$ cat config.mk
export PLATFORM = sky130hd
export DESIGN_NAME = gen_wbq_flat
export DESIGN_NICKNAME = d
export VERILOG_FILES = /design/src/rtl/gen_wbq_if.sv /design/src/rtl/gen_wbq.sv /design/src/flat_wrapper.sv
export SDC_FILE = /design/constraint.sdc
export NUM_CORES = 1
export LEC_CHECK = 0
export BUFFER_PORTS_ARGS = -buffer_cell sky130_fd_sc_hd__buf_2
export CAP_MARGIN = 10
export CORE_MARGIN = 5
export CORE_UTILIZATION = 45
export CTS_CLUSTER_SIZE = 24
export DETAILED_ROUTE_END_ITERATION = 6
export GPL_TIMING_DRIVEN = 0
export PLACE_DENSITY_LB_ADDON = 0.3
export SLEW_MARGIN = 25
export SYNTH_ARGS = -nofsm -noshare
export SYNTH_HDL_FRONTEND = slang
export SYNTH_SLANG_ARGS = --single-unit
$ cat constraint.sdc
create_clock -name m_clock -period 5.2 [get_ports m_clock]
set_input_delay 0.78 -clock m_clock [delete_from_list [all_inputs] [get_ports m_clock]]
set_output_delay 0.78 -clock m_clock [all_outputs]
set_load 0.03 [all_outputs]
$ cat src/rtl/gen_wbq_if.sv
// Writeback-queue bus: ALU and load-unit requests, register-file write port, forwarding lookups.
interface gen_wbq_if;
    logic        alu_v;
    logic [4:0]  alu_rd_n;
    logic [31:0] alu_wd;
    logic        alu_rdy;
    logic        mem_v;
    logic [4:0]  mem_rd_n;
    logic [31:0] mem_wd;
    logic        mem_rdy;
    logic        rd;
    logic [4:0]  rd_n;
    logic [31:0] wd;
    logic [4:0]  rs1_n;
    logic [4:0]  rs2_n;
    logic        fwd1_v;
    logic [31:0] fwd1_d;
    logic        fwd2_v;
    logic [31:0] fwd2_d;
    logic [2:0]  cnt;

    modport master (
        output alu_v, alu_rd_n, alu_wd, mem_v, mem_rd_n, mem_wd, rs1_n, rs2_n,
        input  alu_rdy, mem_rdy, rd, rd_n, wd, fwd1_v, fwd1_d, fwd2_v, fwd2_d, cnt
    );

    modport slave (
        input  alu_v, alu_rd_n, alu_wd, mem_v, mem_rd_n, mem_wd, rs1_n, rs2_n,
        output alu_rdy, mem_rdy, rd, rd_n, wd, fwd1_v, fwd1_d, fwd2_v, fwd2_d, cnt
    );
endinterface

$ cat src/rtl/gen_wbq.sv
// 4-entry register writeback queue, mem priority over alu, head drains every cycle.
// Forwarding from stored entries is enabled by defining GEN_WBQ_FWD_EN.
module gen_wbq (
    input logic      m_clock,
    input logic      p_reset,
    gen_wbq_if.slave bus
);
    logic [4:0]  ent_n_q [4];
    logic [31:0] ent_d_q [4];
    logic [1:0]  wr_ptr_q, wr_ptr_d;
    logic [1:0]  rd_ptr_q, rd_ptr_d;
    logic [2:0]  cnt_q, cnt_d;

    logic        full;
    logic        mem_rdy, alu_rdy;
    logic        push_mem, push_alu, push, pop;
    logic [4:0]  wr_n;
    logic [31:0] wr_d;
    logic        rd_v;

    always_comb begin
        full     = (cnt_q == 3'd4);
        mem_rdy  = ~p_reset & bus.mem_v & ~full;
        alu_rdy  = ~p_reset & bus.alu_v & ~bus.mem_v & ~full;
        // Writes to x0 are acknowledged but never stored.
        push_mem = mem_rdy & (bus.mem_rd_n != 5'd0);
        push_alu = alu_rdy & (bus.alu_rd_n != 5'd0);
        push     = push_mem | push_alu;
        wr_n     = push_mem ? bus.mem_rd_n : bus.alu_rd_n;
        wr_d     = push_mem ? bus.mem_wd : bus.alu_wd;
        pop      = (cnt_q != 3'd0);
        rd_v     = ~p_reset & pop;

        wr_ptr_d = push ? wr_ptr_q + 2'd1 : wr_ptr_q;
        rd_ptr_d = pop ? rd_ptr_q + 2'd1 : rd_ptr_q;
        cnt_d    = cnt_q;
        if (push && !pop) begin
            cnt_d = cnt_q + 3'd1;
        end else if (!push && pop) begin
            cnt_d = cnt_q - 3'd1;
        end
    end

    always_ff @(posedge m_clock) begin
        if (p_reset) begin
            wr_ptr_q <= 2'd0;
            rd_ptr_q <= 2'd0;
            cnt_q    <= 3'd0;
        end else begin
            wr_ptr_q <= wr_ptr_d;
            rd_ptr_q <= rd_ptr_d;
            cnt_q    <= cnt_d;
        end
    end

    // Storage is not reset; occupancy is tracked solely by cnt_q.
    always_ff @(posedge m_clock) begin
        if (!p_reset && push) begin
            ent_n_q[wr_ptr_q] <= wr_n;
            ent_d_q[wr_ptr_q] <= wr_d;
        end
    end

    assign bus.mem_rdy = mem_rdy;
    assign bus.alu_rdy = alu_rdy;
    assign bus.rd      = rd_v;
    assign bus.rd_n    = rd_v ? ent_n_q[rd_ptr_q] : 5'd0;
    assign bus.wd      = rd_v ? ent_d_q[rd_ptr_q] : 32'd0;
    assign bus.cnt     = cnt_q;

`ifdef GEN_WBQ_FWD_EN
    logic        fwd1_v, fwd2_v;
    logic [31:0] fwd1_d, fwd2_d;

    // Walk oldest to youngest so the youngest match wins.
    always_comb begin
        logic [1:0] idx;
        fwd1_v = 1'b0;
        fwd1_d = 32'd0;
        fwd2_v = 1'b0;
        fwd2_d = 32'd0;
        idx    = 2'd0;
        for (int i = 0; i < 4; i++) begin
            idx = rd_ptr_q + 2'(i);
            if ((3'(i) < cnt_q) && (bus.rs1_n != 5'd0) && (ent_n_q[idx] == bus.rs1_n)) begin
                fwd1_v = 1'b1;
                fwd1_d = ent_d_q[idx];
            end
            if ((3'(i) < cnt_q) && (bus.rs2_n != 5'd0) && (ent_n_q[idx] == bus.rs2_n)) begin
                fwd2_v = 1'b1;
                fwd2_d = ent_d_q[idx];
            end
        end
    end

    assign bus.fwd1_v = fwd1_v;
    assign bus.fwd1_d = fwd1_d;
    assign bus.fwd2_v = fwd2_v;
    assign bus.fwd2_d = fwd2_d;
`else
    assign bus.fwd1_v = 1'b0;
    assign bus.fwd1_d = 32'd0;
    assign bus.fwd2_v = 1'b0;
    assign bus.fwd2_d = 32'd0;
`endif
endmodule

$ cat src/flat_wrapper.sv
// flat-port wrapper written by rule: the top's interface ports become plain ports
module gen_wbq_flat 
  (m_clock, p_reset, bus_alu_v, bus_alu_rd_n, bus_alu_wd, bus_mem_v, bus_mem_rd_n, bus_mem_wd, bus_rs1_n, bus_rs2_n, bus_alu_rdy, bus_mem_rdy, bus_rd, bus_rd_n, bus_wd, bus_fwd1_v, bus_fwd1_d, bus_fwd2_v, bus_fwd2_d, bus_cnt);
  gen_wbq_if bus_i ();
  input logic m_clock;
  input logic p_reset;
  input wire logic [$bits(bus_i.alu_v)-1:0] bus_alu_v;
  input wire logic [$bits(bus_i.alu_rd_n)-1:0] bus_alu_rd_n;
  input wire logic [$bits(bus_i.alu_wd)-1:0] bus_alu_wd;
  input wire logic [$bits(bus_i.mem_v)-1:0] bus_mem_v;
  input wire logic [$bits(bus_i.mem_rd_n)-1:0] bus_mem_rd_n;
  input wire logic [$bits(bus_i.mem_wd)-1:0] bus_mem_wd;
  input wire logic [$bits(bus_i.rs1_n)-1:0] bus_rs1_n;
  input wire logic [$bits(bus_i.rs2_n)-1:0] bus_rs2_n;
  output wire logic [$bits(bus_i.alu_rdy)-1:0] bus_alu_rdy;
  output wire logic [$bits(bus_i.mem_rdy)-1:0] bus_mem_rdy;
  output wire logic [$bits(bus_i.rd)-1:0] bus_rd;
  output wire logic [$bits(bus_i.rd_n)-1:0] bus_rd_n;
  output wire logic [$bits(bus_i.wd)-1:0] bus_wd;
  output wire logic [$bits(bus_i.fwd1_v)-1:0] bus_fwd1_v;
  output wire logic [$bits(bus_i.fwd1_d)-1:0] bus_fwd1_d;
  output wire logic [$bits(bus_i.fwd2_v)-1:0] bus_fwd2_v;
  output wire logic [$bits(bus_i.fwd2_d)-1:0] bus_fwd2_d;
  output wire logic [$bits(bus_i.cnt)-1:0] bus_cnt;
  assign bus_i.alu_v = bus_alu_v;
  assign bus_i.alu_rd_n = bus_alu_rd_n;
  assign bus_i.alu_wd = bus_alu_wd;
  assign bus_i.mem_v = bus_mem_v;
  assign bus_i.mem_rd_n = bus_mem_rd_n;
  assign bus_i.mem_wd = bus_mem_wd;
  assign bus_i.rs1_n = bus_rs1_n;
  assign bus_i.rs2_n = bus_rs2_n;
  assign bus_alu_rdy = bus_i.alu_rdy;
  assign bus_mem_rdy = bus_i.mem_rdy;
  assign bus_rd = bus_i.rd;
  assign bus_rd_n = bus_i.rd_n;
  assign bus_wd = bus_i.wd;
  assign bus_fwd1_v = bus_i.fwd1_v;
  assign bus_fwd1_d = bus_i.fwd1_d;
  assign bus_fwd2_v = bus_i.fwd2_v;
  assign bus_fwd2_d = bus_i.fwd2_d;
  assign bus_cnt = bus_i.cnt;
  gen_wbq u_core (.m_clock(m_clock), .p_reset(p_reset), .bus(bus_i));
endmodule
==> impl_metrics.csv <==
group,metric,value,unit
setup_path,slowest_stage,"clkbuf_1",
setup_path,path_max_fanout,10,
synthesis,synth_warnings,0,
clocking,cts_buffers,17,
setup_path,critical_path_required,4420,ps
synthesis,ys_seq_elements,157,
clocking,clkTransAtPathRegs,60,ps
global_routing,grt_remaining_overflow,0,
place,io_buffers,120,
synthesis,synth_cells,402,
power,peakVddDrop,0.338,mV
power,combPwrFrac,34.0,%
global_routing,grt_pass1_vias,3896,
cells_and_area,fin_area,8820,um2
setup_path,cp_cell_sequence,"buf_2 -> clkbuf_1 -> nor2_1 -> clkbuf_1 -> clkbuf_1 -> and2_1 -> buf_2",
timing,setup_viol,0,
setup_path,max_stage_delay,420,ps
power,power.total,4040,uW
synthesis,synth-edff-count,148,
synthesis,synthDistinctLibCells,31,
synthesis,avgSynthCellArea,17.9,um2
routing,wl,13.6,mm
power,power.share.clock,26.8,%
die,die_h,136,um
synthesis,synthArstFlopShare,0,%
timing,tns,0,ps
timing,finalHoldViolCount,0,
clocking,htreeDepth,4,
power,p_seq_share,39.2,%
setup_path,path_class,"input port to output pin",
routing,postRouteAntennaNets,0,
setup_path,crit_top_cell,"clkbuf_1",
routing,avgRoutedWirePerCell,16.3,um
routing,drtPass1Iterations,4,
synthesis,synth_flop_cell,"edfxtp_1",
clocking,cts_tree,"yes",
setup_path,critPathTopFamily,"buffers and inverters",
routing,vias,3852,
power,p_sw_share,31.5,%
clocking,postCtsSetupRepairBufs,0,
power,p_leak,0.00354,uW
timing,relSlewSlack,55.0,%
routing,initialDrtViolationCount,188,
place,dpl_cell_area,8310,um2
power,p_per_area,459,nW/um2
die,rows,46,
place,gp_congestion,0.688,
timing,max_freq,0.298,GHz
place,placed_cells,803,
die,start_util,45.5,%
cells_and_area,multiInputGateArea,2160,um2
clocking,root_buffer,"clkbuf_16",
setup_path,path_buf_inv,5,
cells_and_area,fillers,1299,
timing,fin_crit,3360,ps
timing,maxSlewViolCount,0,
timing,worstMarginPinSlew,675,ps
global_routing,grt_pass1_wl,20.5,mm
routing,drc,0,
die,io-pin-count,197,
global_routing,grt_use_total,14.9,%
cells_and_area,drive_above_1_share,48.9,%
clocking,cts_max_path_buffers,2,
timing,finClkSkew,7.99,ps
job,drv_cap,0,
clocking,insertion_delay,420,ps
cells_and_area,diodes,0,
outcome,outcome,"completed",
place,dpl.hpwl,8.88,mm
die,dieArea,18600,um2
cells_and_area,final_cells,833,
setup_path,end_kind,"output pin",
routing,vias_per_cell,4.62,
clocking,cts_resized,0,
synthesis,ys_seq_area_share,64.4,%
timing,min_period_over_period,64.6,%
clocking,cts_num_sinks,157,
global_routing,grt_start_max_net_pins,38,
global_routing,antenna_found_initial,0,
power,p_int,2770,uW
clocking,postCtsHoldBufs,0,
cells_and_area,area_growth,22.8,%
die,fp.dieW,136,um
setup_path,crit_arrival,2580,ps
cells_and_area,ff_latch_area,4620,um2
timing,rsz0062_at_grt,"false",
synthesis,syn-cell-area,7180,um2
die,core_area,15800,um2
power,p_switching,1270,uW
worst_hold_path,hold_path.class,"flip-flop to flip-flop",
cells_and_area,nNetsFinal,699,
setup_path,cp-start-kind,"input port",
## cells by family (layout without fill, tap and decap cells)
| logic type | after synthesis | in the layout | share of synthesized area, % |
|---|---|---|---|
| DFF | 157 | 157 | 64.4 |
| buffers and inverters | 88 | 238 | 9.08 |
| muxes | 75 | 75 | 19.0 |
| and+or+nand+nor | 66 | 66 | 5.58 |
| AOI/OAI and AO/OA | 6 | 6 | 0.488 |
| adders and majority gates | 5 | 5 | 0.871 |
| xor gates and xnor gates | 4 | 4 | 0.488 |
| other | 1 | 66 | 0.0522 |
## state kept, by name, summed over array words and instances (netlist names), named ones only
name and cells:
u_core.bus.cnt 3, u_core.ent_d_q 128, u_core.rd_ptr_q 2, u_core.wr_ptr_q 2, u_core.ent_n_q 20
## routing by layer
metal	vias to the layer above	global-route usage (%)	wire length, um
met5	-	0	0
met4	0	4.20	125
met3	15	5.40	1090
met2	148	25.6	6830
met1	1893	17.8	5510
li1	1796	-	-
## placed cells by master (no fill, tap or decap), types with 5 or more instances in the layout
cell type	instances
nor2_1	6
buf_4	67
dfxtp_1	9
mux2_4	29
ha_1	5
nor3_1	5
conb_1	66
clkbuf_1	11
mux2_2	7
edfxtp_1	148
and2_1	38
mux4_2	37
buf_2	124
clkbuf_16	17
## worst register-to-register path, cell delays in order, from the launching register on
cell and delay (ps):
dfxtp_1 320, buf_6 130, nor3b_2 220, nor3b_2 100, a22o_2 240, buf_2 170
ha_1 220, or3_2 410, a21oi_1 190, xnor2_1 140, nor2_1 50
## per-stage QoR
stage / setup slack (ps) / util, % / hold WS (ps)
after floorplan: 1500 / - / 475
after global placement: 1490 / 52.6 / 486
after detailed placement: 1730 / 52.7 / 505
after CTS: 1720 / 55.9 / 526
after global routing: 1600 / 55.9 / 559
final: 1840 / 55.9 / 522
## power by group through the flow
stage          Sequential, uW  Clock, uW  Combinational [uW]
5_1_grt                  1600       1170                1480
6_report                 1590       1080                1370
3_5_place_dp             1610          0                1400
3_3_place_gp             1610          0                1370
4_1_cts                  1590       1100                1400
2_1_floorplan            1620          0                1040
## worst paths after layout
kind                                        start                               to  slack [ps]  depth (start not counted)
hold reg to reg   u_core.wr_ptr_q[1]$_SDFFE_PP0N_  u_core.wr_ptr_q[1]$_SDFFE_PP0N_         520                          2
setup / recovery                          p_reset                       bus_wd[21]        1840                          7
hold / removal    u_core.wr_ptr_q[1]$_SDFFE_PP0N_  u_core.wr_ptr_q[1]$_SDFFE_PP0N_         520                          2
setup reg to reg   u_core.bus.cnt[0]$_SDFFE_PP0P_   u_core.bus.cnt[2]$_SDFFE_PP0P_        2880                         10
## cell type report
type / instances / share of cell area (%)
plain buffers: 85 / 7.26
clock buffers: 20 / 4.95
clock inverters: 10 / 0.865
inverters: 3 / 0.128
multi-input cells: 222 / 24.5
flip-flops and latches: 157 / 52.4
well taps: 216 / 3.06
repair buffers: 120 / 6.81
## synthesized netlist by cell type, types with 2 or more instances
| library cell | n | share of area, % |
|---|---|---|
| ha_1 | 5 | 0.87 |
| nor2_1 | 6 | 0.31 |
| mux2i_1 | 2 | 0.28 |
| nor3b_2 | 2 | 0.35 |
| nand2_1 | 3 | 0.16 |
| buf_2 | 4 | 0.28 |
| mux2_2 | 7 | 1.1 |
| inv_1 | 3 | 0.16 |
| dfxtp_1 | 9 | 2.5 |
| xnor2_1 | 2 | 0.24 |
| nor3_1 | 5 | 0.35 |
| buf_12 | 3 | 0.84 |
| mux4_2 | 37 | 12 |
| edfxtp_1 | 148 | 62 |
| a21oi_1 | 2 | 0.14 |
| clkbuf_1 | 8 | 0.42 |
| xor2_1 | 2 | 0.24 |
| o21ai_0 | 3 | 0.21 |
| nand2b_1 | 3 | 0.26 |
| mux2_4 | 29 | 6.1 |
| and2_1 | 42 | 3.7 |
| buf_4 | 67 | 7.0 |
| buf_6 | 2 | 0.31 |
Note: power is estimated with default switching activity, not from simulation.
